==> src/rtl/cgra_pkg.sv <==
// Shared CGRA handshake-node encodings: fork/branch and join/merge mode values.
package cgra_pkg;

  typedef enum logic [1:0] {
    FB_FORK      = 2'b00,
    FB_FORK_CTRL = 2'b01,
    FB_BRANCH    = 2'b10,
    FB_FORK_ALT  = 2'b11
  } fb_mode_e;

  typedef enum logic [1:0] {
    JM_JOIN      = 2'b00,
    JM_JOIN_CTRL = 2'b01,
    JM_MERGE     = 2'b10,
    JM_MERGE_ALT = 2'b11
  } jm_mode_e;

  localparam int TOK_CNT_WIDTH = 32;

endpackage

==> src/rtl/fork_branch_ack.sv <==
// Per-output "already accepted the current token" flag of the eager fork.
module fork_branch_ack (
  input  logic clk,
  input  logic rst_n,
  input  logic hs,
  input  logic complete,
  input  logic clear,
  output logic done
);

  logic done_reg;
  logic done_next;

  // A completing token always wins over a same-cycle handshake.
  always_comb begin
    done_next = done_reg;
    if (clear || complete) begin
      done_next = 1'b0;
    end else if (hs) begin
      done_next = 1'b1;
    end
  end

  always_ff @(posedge clk or negedge rst_n) begin
    if (!rst_n) begin
      done_reg <= 1'b0;
    end else begin
      done_reg <= done_next;
    end
  end

  assign done = done_reg;

endmodule

==> src/rtl/fork_branch.sv <==
// Eager fork / controlled fork / branch node for a CGRA token network.
// Optional feature: define FORK_BRANCH_TOKEN_CNT_EN to add the tok_cnt output.
module fork_branch
  import cgra_pkg::*;
#(
  parameter int DATA_WIDTH = 32
) (
  input  logic                  clk,
  input  logic                  rst_n,
  input  logic [DATA_WIDTH-1:0] din,
  input  logic                  din_v,
  output logic                  din_r,
  input  logic                  cin,
  input  logic                  cin_v,
  output logic                  cin_r,
  output logic [DATA_WIDTH-1:0] dout_1,
  output logic                  dout_1_v,
  input  logic                  dout_1_r,
  output logic [DATA_WIDTH-1:0] dout_2,
  output logic                  dout_2_v,
  input  logic                  dout_2_r,
  input  logic [1:0]            mode
`ifdef FORK_BRANCH_TOKEN_CNT_EN
  ,
  output logic [TOK_CNT_WIDTH-1:0] tok_cnt
`endif
);

  fb_mode_e   mode_e;
  logic       is_branch;
  logic       is_ctrl;
  logic       tok_v;
  logic       rdy_all;
  logic       sel_r;
  logic       complete;
  logic [1:0] out_r;
  logic [1:0] out_v;
  logic [1:0] done;
  logic [1:0] hs;

  assign mode_e = fb_mode_e'(mode);
  assign dout_1 = din;
  assign dout_2 = din;

  // Readies are built from the partner's valid plus output readies and flags,
  // never from the stream's own valid.
  always_comb begin
    is_branch = (mode_e == FB_BRANCH);
    is_ctrl   = (mode_e == FB_FORK_CTRL);
    out_r     = {dout_2_r, dout_1_r};
    tok_v     = din_v & (is_ctrl ? cin_v : 1'b1);
    rdy_all   = (done[0] | out_r[0]) & (done[1] | out_r[1]);
    sel_r     = cin ? out_r[1] : out_r[0];
    if (is_branch) begin
      out_v = {din_v & cin_v & cin, din_v & cin_v & ~cin};
      din_r = cin_v & sel_r;
      cin_r = din_v & sel_r;
    end else begin
      out_v = {2{tok_v}} & ~done;
      din_r = (is_ctrl ? cin_v : 1'b1) & rdy_all;
      cin_r = is_ctrl & din_v & rdy_all;
    end
    hs       = out_v & out_r;
    complete = ~is_branch & tok_v & rdy_all;
  end

  assign dout_1_v = out_v[0];
  assign dout_2_v = out_v[1];

  generate
    for (genvar gi = 0; gi < 2; gi++) begin : g_ack
      fork_branch_ack u_ack (
        .clk      (clk),
        .rst_n    (rst_n),
        .hs       (hs[gi]),
        .complete (complete),
        .clear    (is_branch),
        .done     (done[gi])
      );
    end
  endgenerate

`ifdef FORK_BRANCH_TOKEN_CNT_EN
  logic [TOK_CNT_WIDTH-1:0] tok_cnt_reg;
  logic [TOK_CNT_WIDTH-1:0] tok_cnt_next;

  assign tok_cnt_next = (din_v & din_r) ? tok_cnt_reg + 1'b1 : tok_cnt_reg;

  always_ff @(posedge clk or negedge rst_n) begin
    if (!rst_n) begin
      tok_cnt_reg <= '0;
    end else begin
      tok_cnt_reg <= tok_cnt_next;
    end
  end

  assign tok_cnt = tok_cnt_reg;
`endif

endmodule

==> config.mk <==
export PLATFORM = sky130hd
export DESIGN_NAME = fork_branch
export DESIGN_NICKNAME = d
export VERILOG_FILES = /design/src/rtl/cgra_pkg.sv /design/src/rtl/fork_branch_ack.sv /design/src/rtl/fork_branch.sv
export SDC_FILE = /design/constraint.sdc
export NUM_CORES = 1
export LEC_CHECK = 0
export ABC_CLOCK_PERIOD_IN_PS = 3030
export CAP_MARGIN = 20
export CORE_UTILIZATION = 25
export DETAILED_ROUTE_END_ITERATION = 10
export GPL_ROUTABILITY_DRIVEN = 1
export MAX_ROUTING_LAYER = met4
export PLACE_DENSITY = 0.92
export SETUP_SLACK_MARGIN = 0.15
export SYNTH_ARGS = -nofsm -noshare
export SYNTH_HDL_FRONTEND = slang
export SYNTH_SLANG_ARGS = --single-unit
==> constraint.sdc <==
create_clock -name clk -period 3.03 [get_ports clk]
set_input_delay 0.606 -clock clk [delete_from_list [all_inputs] [get_ports clk]]
set_output_delay 0.606 -clock clk [all_outputs]
set_load 0.05 [all_outputs]
### After elaboration in Yosys (flattened, before gate mapping)

Cells that the tools add are included.

* register bits after elaboration: 2
* bits of input ports: 41
* output and inout bits: 68
* logic and storage cells: 35

* equal/unequal tests: 2
* mux-type cells: 9
* bitwise gates (word level): 19
* reductions and logical operators: 3

Operators by type and width (count)
* bitwise AND 1 bit: 12
* 2-to-1 mux 1 bit: 8
* bitwise AND 2 bit: 2
* nonzero test 2 bit: 2
* == test 2 x 1 -> 1 bit, second input constant: 1
* == test 2 bit, second input constant: 1
* 2-to-1 mux 2 bit: 1
* NOT 1 bit: 2
* NOT 2 bit: 1
* OR 1 bit: 2
* logical OR 1 bit: 1

### Logic depth before layout (Yosys ltp)

Gate-level depths: netlist of the first run.

* depth after elaboration: 8
* mapped depth: 3
* mapped depth without buffers: 3

### Hierarchy

Synthesis of the first run repeated with hierarchy kept, for this count alone.

* cells, all modules: 92
* area, all modules: 711.9 sq um

Modules (own cells, without submodules)
* fork_branch: times used 1, cells each 86, area each 634.4 sq um, sequential area each 0.0 sq um
* fork_branch_ack: times used 2, cells each 3, area each 38.8 sq um, sequential area each 25.0 sq um

### Least setup slack after synthesis of the first run

No wires, ideal clock.

* path kind: input to output
* from: input port mode[0]
* to: output port din_r
* arrival time: 1.646 ns
* required time: 2.424 ns
* slack: 0.778 ns
* stages on the path: 3
* path buffers: 0
* cell sequence: or3b_4 > nand2_1 > o2bb2ai_1

* word-level cells in the longest chain between the ends: 4
* elaborated cells on any way between the ends: 5
* those cells by class: eq/ne: 2; mux: 2; bitwise: 1

Ends and longest elaborated chain
* start: declaration: line fork_branch.sv:22 `input logic [1:0] mode`
* == test 2 x 1 -> 1 bit: line fork_branch.sv:49 `is_ctrl = (mode_e == FB_FORK_CTRL);`
* 2-to-1 mux 1 bit: line fork_branch.sv:60 `din_r = (is_ctrl ? cin_v : 1'b1) & rdy_all;`
* bitwise AND 1 bit: line fork_branch.sv:60
* 2-to-1 mux 1 bit (*): line fork_branch.sv:54 `if (is_branch) begin`
* end: declaration: line fork_branch.sv:12 `output logic din_r,`

Every way passes the cells marked *; elsewhere a longest branch is shown, timed or not.

### Worst setup path in the final report of the first run

* from: input port mode[1]
* to: output port din_r

Same word-level chain as after synthesis.

==> flow_metrics.tcl, run 1 <==
set metrics [dict create \
    grt_use_total_pct 6.43 \
    max_slew_margin_pct 82.1 \
    grt_max_degree 9 \
    drive_above_1_share_pct 23.3 \
    max_freq_mhz 389 \
    dieArea_mm2 0.00304 \
    reg2regPathDepth 2 \
    drt_iter0_drc 5 \
    leakage_nw 0.187 \
    crit_start "mode[1]" \
    routed_wl_um 943 \
    synth.distinct_cells 20 \
    core_area_mm2 0.00257 \
    power_frac_seq_pct 20.4 \
    final_common_cell "clkdlybuf4s50_1" \
    stdcell_area_um2 434 \
    path_clk_slew_ns 0.03 \
    regToRegEndpoint "g_ack[1].u_ack.done" \
    portBuffers 12 \
    synth_area_leaders "buf_4, dfrtp_1, o221a_2" \
    async_reset_ff_share_pct 100 \
    p_per_area_mw_per_mm2 377 \
    htree_levels 1 \
    syn_area_per_cell_um2 7.68 \
    num_antenna_cells 0 \
    cap_violations 0 \
    cts_hold_buf 0 \
    combPwrFrac_pct 44.1 \
    period_minus_slack_ns 2.57 \
    viasPerCell 4.56 \
    cts_inserted_buffers 3 \
    grt_pass1_wl_mm 1.29 \
    final_antenna_net_count 0 \
    p_sw_share_pct 33.6 \
    cts.sinks 2 \
    synth_top_cell_area_share_pct 68.0 \
    synthFlopType "dfrtp_1" \
    cts.path.max_buffers 2 \
    crit_path_end_kind "primary output" \
    clockRootBuffer "clkbuf_4" \
    hold_violations 0 \
    final_cells 73 \
    reg2reg_from "g_ack[0].u_ack.done" \
    dp_hpwl_um 705 \
    syn-cell-area_um2 707 \
    worstSkewPairLatency_ns 0.22 \
    finalCritPeriodShare_pct 84.8 \
    clock_skew_ns 0.000127 \
    tightestPinTransition_ns 0.267 \
    setup-tns-final_ns 0 \
    synth_nets 133 \
    post_drt_wl_per_cell_um 12.9 \
    intPower_uw 109 \
    ir_worst_vdd_mv 0.228 \
    post_cts_resized 0 \
    post_cts_buffers 0 \
    rows 18 \
    nets 86 \
    yosys_warnings 0 \
    cp_max_fo 8 \
    dieWidth_um 55.2 \
    antenna_found_initial 0 \
    syn2layout_area_growth_pct -38.6 \
    ys_seq_area_share_pct 7.08 \
    start_util_pct 27.5 \
    first_pass_iters 4 \
    cp.required_ns 2.42 \
    path_class "input pin to primary output" \
    synth-seq-cells 2 \
    syn-instance-count 92 \
    arrival_ns 1.96 \
    status "finished, final reports clean" \
    synth_top_area_cell "buf_4" \
    overflow 0 \
    die_h_um 55.2 \
    pwr-share-clk_pct 35.4 \
    tritoncts "yes" \
    regToRegSetupSlack_ns 2.10 \
    p_switching_uw 54.9 \
    num_vias 333 \
    mostFrequentLayoutCells "clkdlybuf4s50_1, nor2_1, nor3_1, clkbuf_4, buf_12" \
    synth_edf_count 0 \
    utilization_pct 16.9 \
    placedCellCount 70 \
    rsz0062_at_grt "false" \
    gp_congestion 0.716 \
    largest_reg_flops 2 \
    io_pins 109 \
    start_kind "input pin" \
    hold_path_class "input pin to asynchronous set/reset pin" \
    power.total_uw 164 \
    drc 0 \
    grt_pass1_vias 309 \
    setup_viol 0 \
    dpl_cell_area_um2 412 \
    slew_violations 0 \
    critical_path.endpoint "din_r" \
]
[logic make-up after synthesis]
kind of cell    share of synthesized area [%]
simple gates                             10.6
mux                                      1.42
buf+inv                                  68.5
flops                                    7.08
compound gates                           12.4
[layout make-up]
type,instances,area (um^2)
Tap cell,30,37.5
Inverter,1,3.75
Fill cell,304,2130
Clock buffer,3,22.5
Multi-Input combinational cell,25,173
Timing Repair Buffer,12,148
Sequential cell,2,50.0
[power groups by stage]
stage | clock network [mW] | logic, mW | registers, mW
after detailed placement | 0 | 0.0724 | 0.0337
after global routing | 0.0600 | 0.0767 | 0.0342
after global placement | 0 | 0.0712 | 0.0332
after floorplan | 0 | 0.265 | 0.0326
final | 0.0580 | 0.0722 | 0.0334
after CTS | 0.0610 | 0.0726 | 0.0334
[worst min path at each step]
stage,to,depth (start not counted)
after detailed placement,g_ack[0].u_ack.done,2
after CTS,g_ack[0].u_ack.done,1
final,g_ack[0].u_ack.done,1
after global routing,g_ack[1].u_ack.done,1
after floorplan,g_ack[0].u_ack.done,0
after global placement,g_ack[1].u_ack.done,2
[cell usage after synthesis, types with 2 or more instances]
| library cell | instances |
|---|---|
| a31oi_1 | 2 |
| o21ai_0 | 2 |
| nor2_1 | 3 |
| buf_4 | 64 |
| o221a_2 | 2 |
| o211a_1 | 2 |
| dfrtp_1 | 2 |
| nor3_1 | 3 |
[routing by layer]
metal	up-vias	GRT usage (%)	wire length (um)
met1	151	6.12	350
met5	-	-	0
met4	0	10.4	57
li1	141	-	-
met3	17	2.46	134
met2	24	7.83	400
[stage by stage]
stage / hold slack (ns) / worst slack (ns)
5_1_grt: 0.564 / 0.385
3_5_place_dp: 0.656 / 0.466
3_3_place_gp: 0.627 / 0.510
6_report: 0.547 / 0.462
4_1_cts: 0.540 / 0.461
2_1_floorplan: 0.310 / 0.778
[worst max-delay path: stages]
cell and delay (ns):
clkdlybuf4s50_1 0.54, or3b_4 0.48, nand2_1 0.08, o2bb2ai_1 0.06, buf_4 0.19
(Power assumes the default switching activity.)
==> inputs of run 2 (changes only) <==
- ABC_CLOCK_PERIOD_IN_PS: 3030 -> 2200
- CORE_UTILIZATION: 25 -> 21
- PLACE_DENSITY: 0.92 -> 0.83
- clock period: 3.03 -> 2.2 ns (I/O delays scaled with it)
==> run 2 against run 1 <==
Net effect: flip-flop and latch count is the same; hold slack lost 0.16 ns; clock-buffer cell count is the same; non-clock buffer count grew 2; clock skew grew 0.0013 ns; global-route usage shrank 0.34 points; worst setup slack lost 0.15 ns; clock power grew 38%; critical path depth shrank 2; design area grew 7.5%; sequential share of layout area shrank 0.80 points; cell count grew 22%; highest routed layer unchanged.
==> flow_metrics.tcl, run 2 (synthesis gave the netlist of run 1 again) <==
set metrics [dict create \
    ir_worst_vdd_mv 0.105 \
    num_vias 331 \
    grt_use_total_pct 6.09 \
    clockRootBuffer "clkbuf_4" \
    max_slew_margin_pct 83.9 \
    final_common_cell "dlygate4sd2_1" \
    reg2regPathDepth 2 \
    routed_wl_um 987 \
    grt_max_degree 8 \
    worstSkewPairLatency_ns 0.22 \
    grt_pass1_wl_mm 1.54 \
    start_util_pct 22.6 \
    hold_path_class "input pin to asynchronous set/reset pin" \
    post_cts_buffers 0 \
    crit_path_end_kind "primary output" \
    reg2reg_from "g_ack[0].u_ack.done" \
    nets 88 \
    stdcell_area_um2 467 \
    tightestPinTransition_ns 0.241 \
    tritoncts "yes" \
    largest_reg_flops 2 \
    rows 20 \
    antenna_found_initial 0 \
    hold_ws_ns 0.382 \
    cp.required_ns 1.76 \
    clock_skew_ns 0.00145 \
    dieWidth_um 60.0 \
    grt_pass1_vias 364 \
    core_area_mm2 0.00313 \
    gp_congestion 0.818 \
    hold_violations 0 \
    p_per_area_mw_per_mm2 481 \
    period_minus_slack_ns 1.89 \
    portBuffers 12 \
    cts.sinks 2 \
    dieArea_mm2 0.00360 \
    crit_start "din_v" \
    setup-tns-final_ns 0 \
    syn2layout_area_growth_pct -34.0 \
    slew_violations 0 \
    setup_viol 0 \
    cts.path.max_buffers 2 \
    rsz0062_at_grt "false" \
    drc 0 \
    critical_path.endpoint "dout_1_v" \
    max_freq_mhz 528 \
    cap_violations 0 \
    overflow 0 \
    start_kind "input pin" \
    final_antenna_net_count 0 \
    fill_cells 358 \
    leakage_nw 0.219 \
    regToRegEndpoint "g_ack[1].u_ack.done" \
    first_pass_iters 4 \
    drt_iter0_drc 11 \
    io_pins 109 \
    cp_max_fo 7 \
    die_h_um 60.0 \
    cts_inserted_buffers 3 \
    status "finished, final reports clean" \
    dp_hpwl_um 773 \
    drive_above_1_share_pct 26.7 \
    viasPerCell 3.72 \
    regToRegSetupSlack_ns 1.31 \
    dpl_cell_area_um2 444 \
    path_clk_slew_ns 0.03 \
    arrival_ns 1.45 \
    finalCritPeriodShare_pct 86.0 \
    htree_levels 1 \
    post_drt_wl_per_cell_um 11.1 \
    path_class "input pin to primary output" \
    num_antenna_cells 0 \
]
## run 2: changes by cell type in the layout (fill, tap and decap cells not counted)
cell,previous run,this run
dlygate4sd2_1,0,4
buf_4,1,3
clkdlybuf4s50_1,8,2
dlymetal6s2s_1,0,2
## run 2: cell type report
type,count,area [um^2],area share (%)
multi-input combinational,25,173,37.0
sequential,2,50.0,10.7
inverter,1,3.75,0.804
clock buffer,3,22.5,4.83
timing repair buffer,14,163,34.9
tap,44,55.1,11.8
## run 2: worst min path at each step
stage / start / to / slack (ns) / depth (start not counted)
after floorplan: rst_n / g_ack[0].u_ack.done / 0.14 / 0
after global placement: rst_n / g_ack[1].u_ack.done / 0.61 / 1
after detailed placement: rst_n / g_ack[1].u_ack.done / 0.62 / 1
after CTS: rst_n / g_ack[0].u_ack.done / 0.37 / 1
after global routing: rst_n / g_ack[0].u_ack.done / 0.38 / 1
final: rst_n / g_ack[0].u_ack.done / 0.38 / 1
## run 2: critical path, cell delays in order
cell and delay (ns):
clkdlybuf4s50_1 0.60, o221a_2 0.27, buf_12 0.14
## run 2: layer usage
layer / wire (um) / vias to the layer above / track usage (%)
met5: 0 / - / -
met1: 384 / 140 / 5.30
met3: 191 / 8 / 6.06
met4: 28 / 0 / 6.98
li1: - / 146 / -
met2: 383 / 37 / 6.67
## run 2: per-stage QoR
step	worst slack (ns)	power [mW]	utilization (%)	std cells
detailed placement	0.0490	0.148	14.2	86
CTS	0.181	0.232	14.8	89
finish	0.308	0.224	14.9	89
global placement	0.0767	0.147	14.2	86
floorplan	0.280	0.410	-	92
global route	0.239	0.238	14.9	89
## run 2: where the power goes
group	switching [mW]	total, mW	internal, mW
Clock	0.0197	0.0798	0.0601
Combinational	0.0514	0.0989	0.0475
Sequential	0.00463	0.0456	0.0410
Total	0.0757	0.224	0.149
## run 2: what timing repair did
| item | CTS | global route |
|---|---|---|
| setup endpoints to repair | 4 | 2 |
| pin swaps | 0 | 1 |
| hold buffers | 0 | 0 |
| gates resized for setup | 4 | 2 |
| gates cloned | 0 | 0 |
==> inputs of run 3 (changes only) <==
- CELL_PAD_IN_SITES_DETAIL_PLACEMENT: unset -> 1
- CELL_PAD_IN_SITES_GLOBAL_PLACEMENT: unset -> 1
- CORE_ASPECT_RATIO: unset -> 1.1
- CORE_UTILIZATION: 21 -> 12
- PLACE_DENSITY: 0.83 -> 0.81
- SLEW_MARGIN: unset -> 20
==> run 3 against run 2 <==
Net effect: wire length rose by 5.3%; critical endpoint is now din_r; cell count rose by 35%; via count fell by 4.8%; total power rose by 28%; first-iteration DRC count fell by 64%; register-to-register slack barely moved; sequential power rose by 2%; sequential share of layout area fell by 1.2 points; worst setup slack got worse by 0.047 ns; critical path type unchanged; global-route usage fell by 2.8 points; design area rose by 13%; non-clock buffer count did not move.
==> flow_metrics.tcl, run 3 (synthesis gave the netlist of run 1 again) <==
set metrics [dict create \
    finalCritPeriodShare_pct 88.1 \
    critical_path.endpoint "din_r" \
    core_area_mm2 0.00554 \
    cap_violations 0 \
    hold_path_class "input pin to asynchronous set/reset pin" \
    p_switching_uw 83.6 \
    viasPerCell 2.63 \
    p_per_area_mw_per_mm2 545 \
    setup-tns-final_ns 0 \
    p_sw_share_pct 29.0 \
    cts.path.max_buffers 2 \
    nets 88 \
    max_freq_mhz 516 \
    gp_congestion 0.683 \
    routed_wl_mm 1.04 \
    cts_inserted_buffers 3 \
    power_frac_seq_pct 16.1 \
    regToRegEndpoint "g_ack[0].u_ack.done" \
    antenna_found_initial 0 \
    worstSkewPairLatency_ns 0.21 \
    syn2layout_area_growth_pct -25.3 \
    num_vias 315 \
    rows 28 \
    setup_slack_ns 0.261 \
    grt_max_degree 8 \
    arrival_ns 1.50 \
    tightestPinTransition_ns 0.257 \
    period_minus_slack_ns 1.94 \
    crit_start "mode[1]" \
    hold_violations 0 \
    drc 0 \
    post_cts_buffers 0 \
    crit_path_end_kind "primary output" \
    drive_above_1_share_pct 26.7 \
    rsz0062_at_grt "false" \
    portBuffers 12 \
    cp.required_ns 1.76 \
    path_clk_slew_ns 0.03 \
    start_kind "input pin" \
    dieArea_mm2 0.00620 \
    max_slew_margin_pct 82.8 \
    final_antenna_net_count 0 \
    regToRegSetupSlack_ns 1.30 \
    dieWidth_um 75.2 \
    num_antenna_cells 0 \
    dp_hpwl_um 823 \
    pwr-share-clk_pct 49.2 \
    combPwrFrac_pct 34.7 \
    reg2reg_from "g_ack[1].u_ack.done" \
    io_pins 109 \
    slew_violations 0 \
    die_h_um 82.5 \
    dp_slack_ns 0.0326 \
    largest_reg_flops 2 \
    ir_worst_vdd_mv 0.204 \
    cts.sinks 2 \
    drt_iter0_drc 4 \
    overflow 0 \
    post_drt_wl_per_cell_um 8.66 \
    reg2regPathDepth 2 \
    intPower_uw 204 \
    first_pass_iters 4 \
    setup_viol 0 \
    power.total_uw 288 \
    status "finished, final reports clean" \
    htree_levels 1 \
    grt_pass1_wl_mm 1.46 \
    leakage_nw 0.235 \
    tritoncts "yes" \
    path_class "input pin to primary output" \
    clock_skew_ns 0.000965 \
    grt_use_total_pct 3.30 \
    grt_pass1_vias 338 \
    clockRootBuffer "clkbuf_8" \
    start_util_pct 12.8 \
    cp_max_fo 7 \
]
-- run 3: power groups by stage --
| stage | sequential [mW] | clock (mW) | combinational (mW) |
|---|---|---|---|
| 3_3_place_gp | 0.0464 | 0 | 0.102 |
| 6_report | 0.0464 | 0.142 | 0.0999 |
| 3_5_place_dp | 0.0466 | 0 | 0.103 |
| 4_1_cts | 0.0462 | 0.147 | 0.102 |
| 5_1_grt | 0.0472 | 0.150 | 0.107 |
| 2_1_floorplan | 0.0449 | 0 | 0.365 |
-- run 3: layout make-up --
| class | count | area [um^2] |
|---|---|---|
| Timing Repair Buffer | 14 | 166 |
| Fill cell | 691 | 5010 |
| Inverter | 1 | 3.75 |
| Clock buffer | 3 | 41.3 |
| Multi-Input combinational cell | 25 | 173 |
| Tap cell | 75 | 93.8 |
| Sequential cell | 2 | 50.0 |
-- run 3: worst min path at each step --
stage | from | end | slack, ns | depth (start not counted)
final | rst_n | g_ack[0].u_ack.done | 0.41 | 1
after global placement | rst_n | g_ack[1].u_ack.done | 0.61 | 1
after detailed placement | rst_n | g_ack[1].u_ack.done | 0.63 | 1
after global routing | rst_n | g_ack[1].u_ack.done | 0.41 | 1
after floorplan | rst_n | g_ack[0].u_ack.done | 0.14 | 0
after CTS | rst_n | g_ack[0].u_ack.done | 0.40 | 1
-- run 3: stage by stage --
stage	utilization [%]	instance area, um^2	hold WS [ns]	cells
2_1_floorplan	-	707	0.144	92
3_3_place_gp	8.73	483	0.613	117
3_5_place_dp	8.73	483	0.625	117
4_1_cts	9.40	520	0.405	120
5_1_grt	9.54	528	0.410	120
6_report	9.54	528	0.406	120
-- run 3: metal layers --
metal  vias up  wire, um  share of wire [%]  track usage, %
li1        146         -                  -               -
met1       153       401                 39            3.63
met2        10       482                 46            4.32
met3         6       135                 13            1.09
met4         0        19                1.8            3.70
met5         -         0                  0               -
-- run 3: worst max-delay path: stages --
cell and delay, ns:
dlygate4sd2_1 0.30, or3b_4 0.42, nand2_1 0.09, o2bb2ai_1 0.06, buf_4 0.19
-- run 3: repair_timing --
item	CTS	global route
gates resized for setup	3	3
gates cloned	0	0
hold buffers	0	0
pin swaps	0	2
endpoints found under the setup margin	4	3
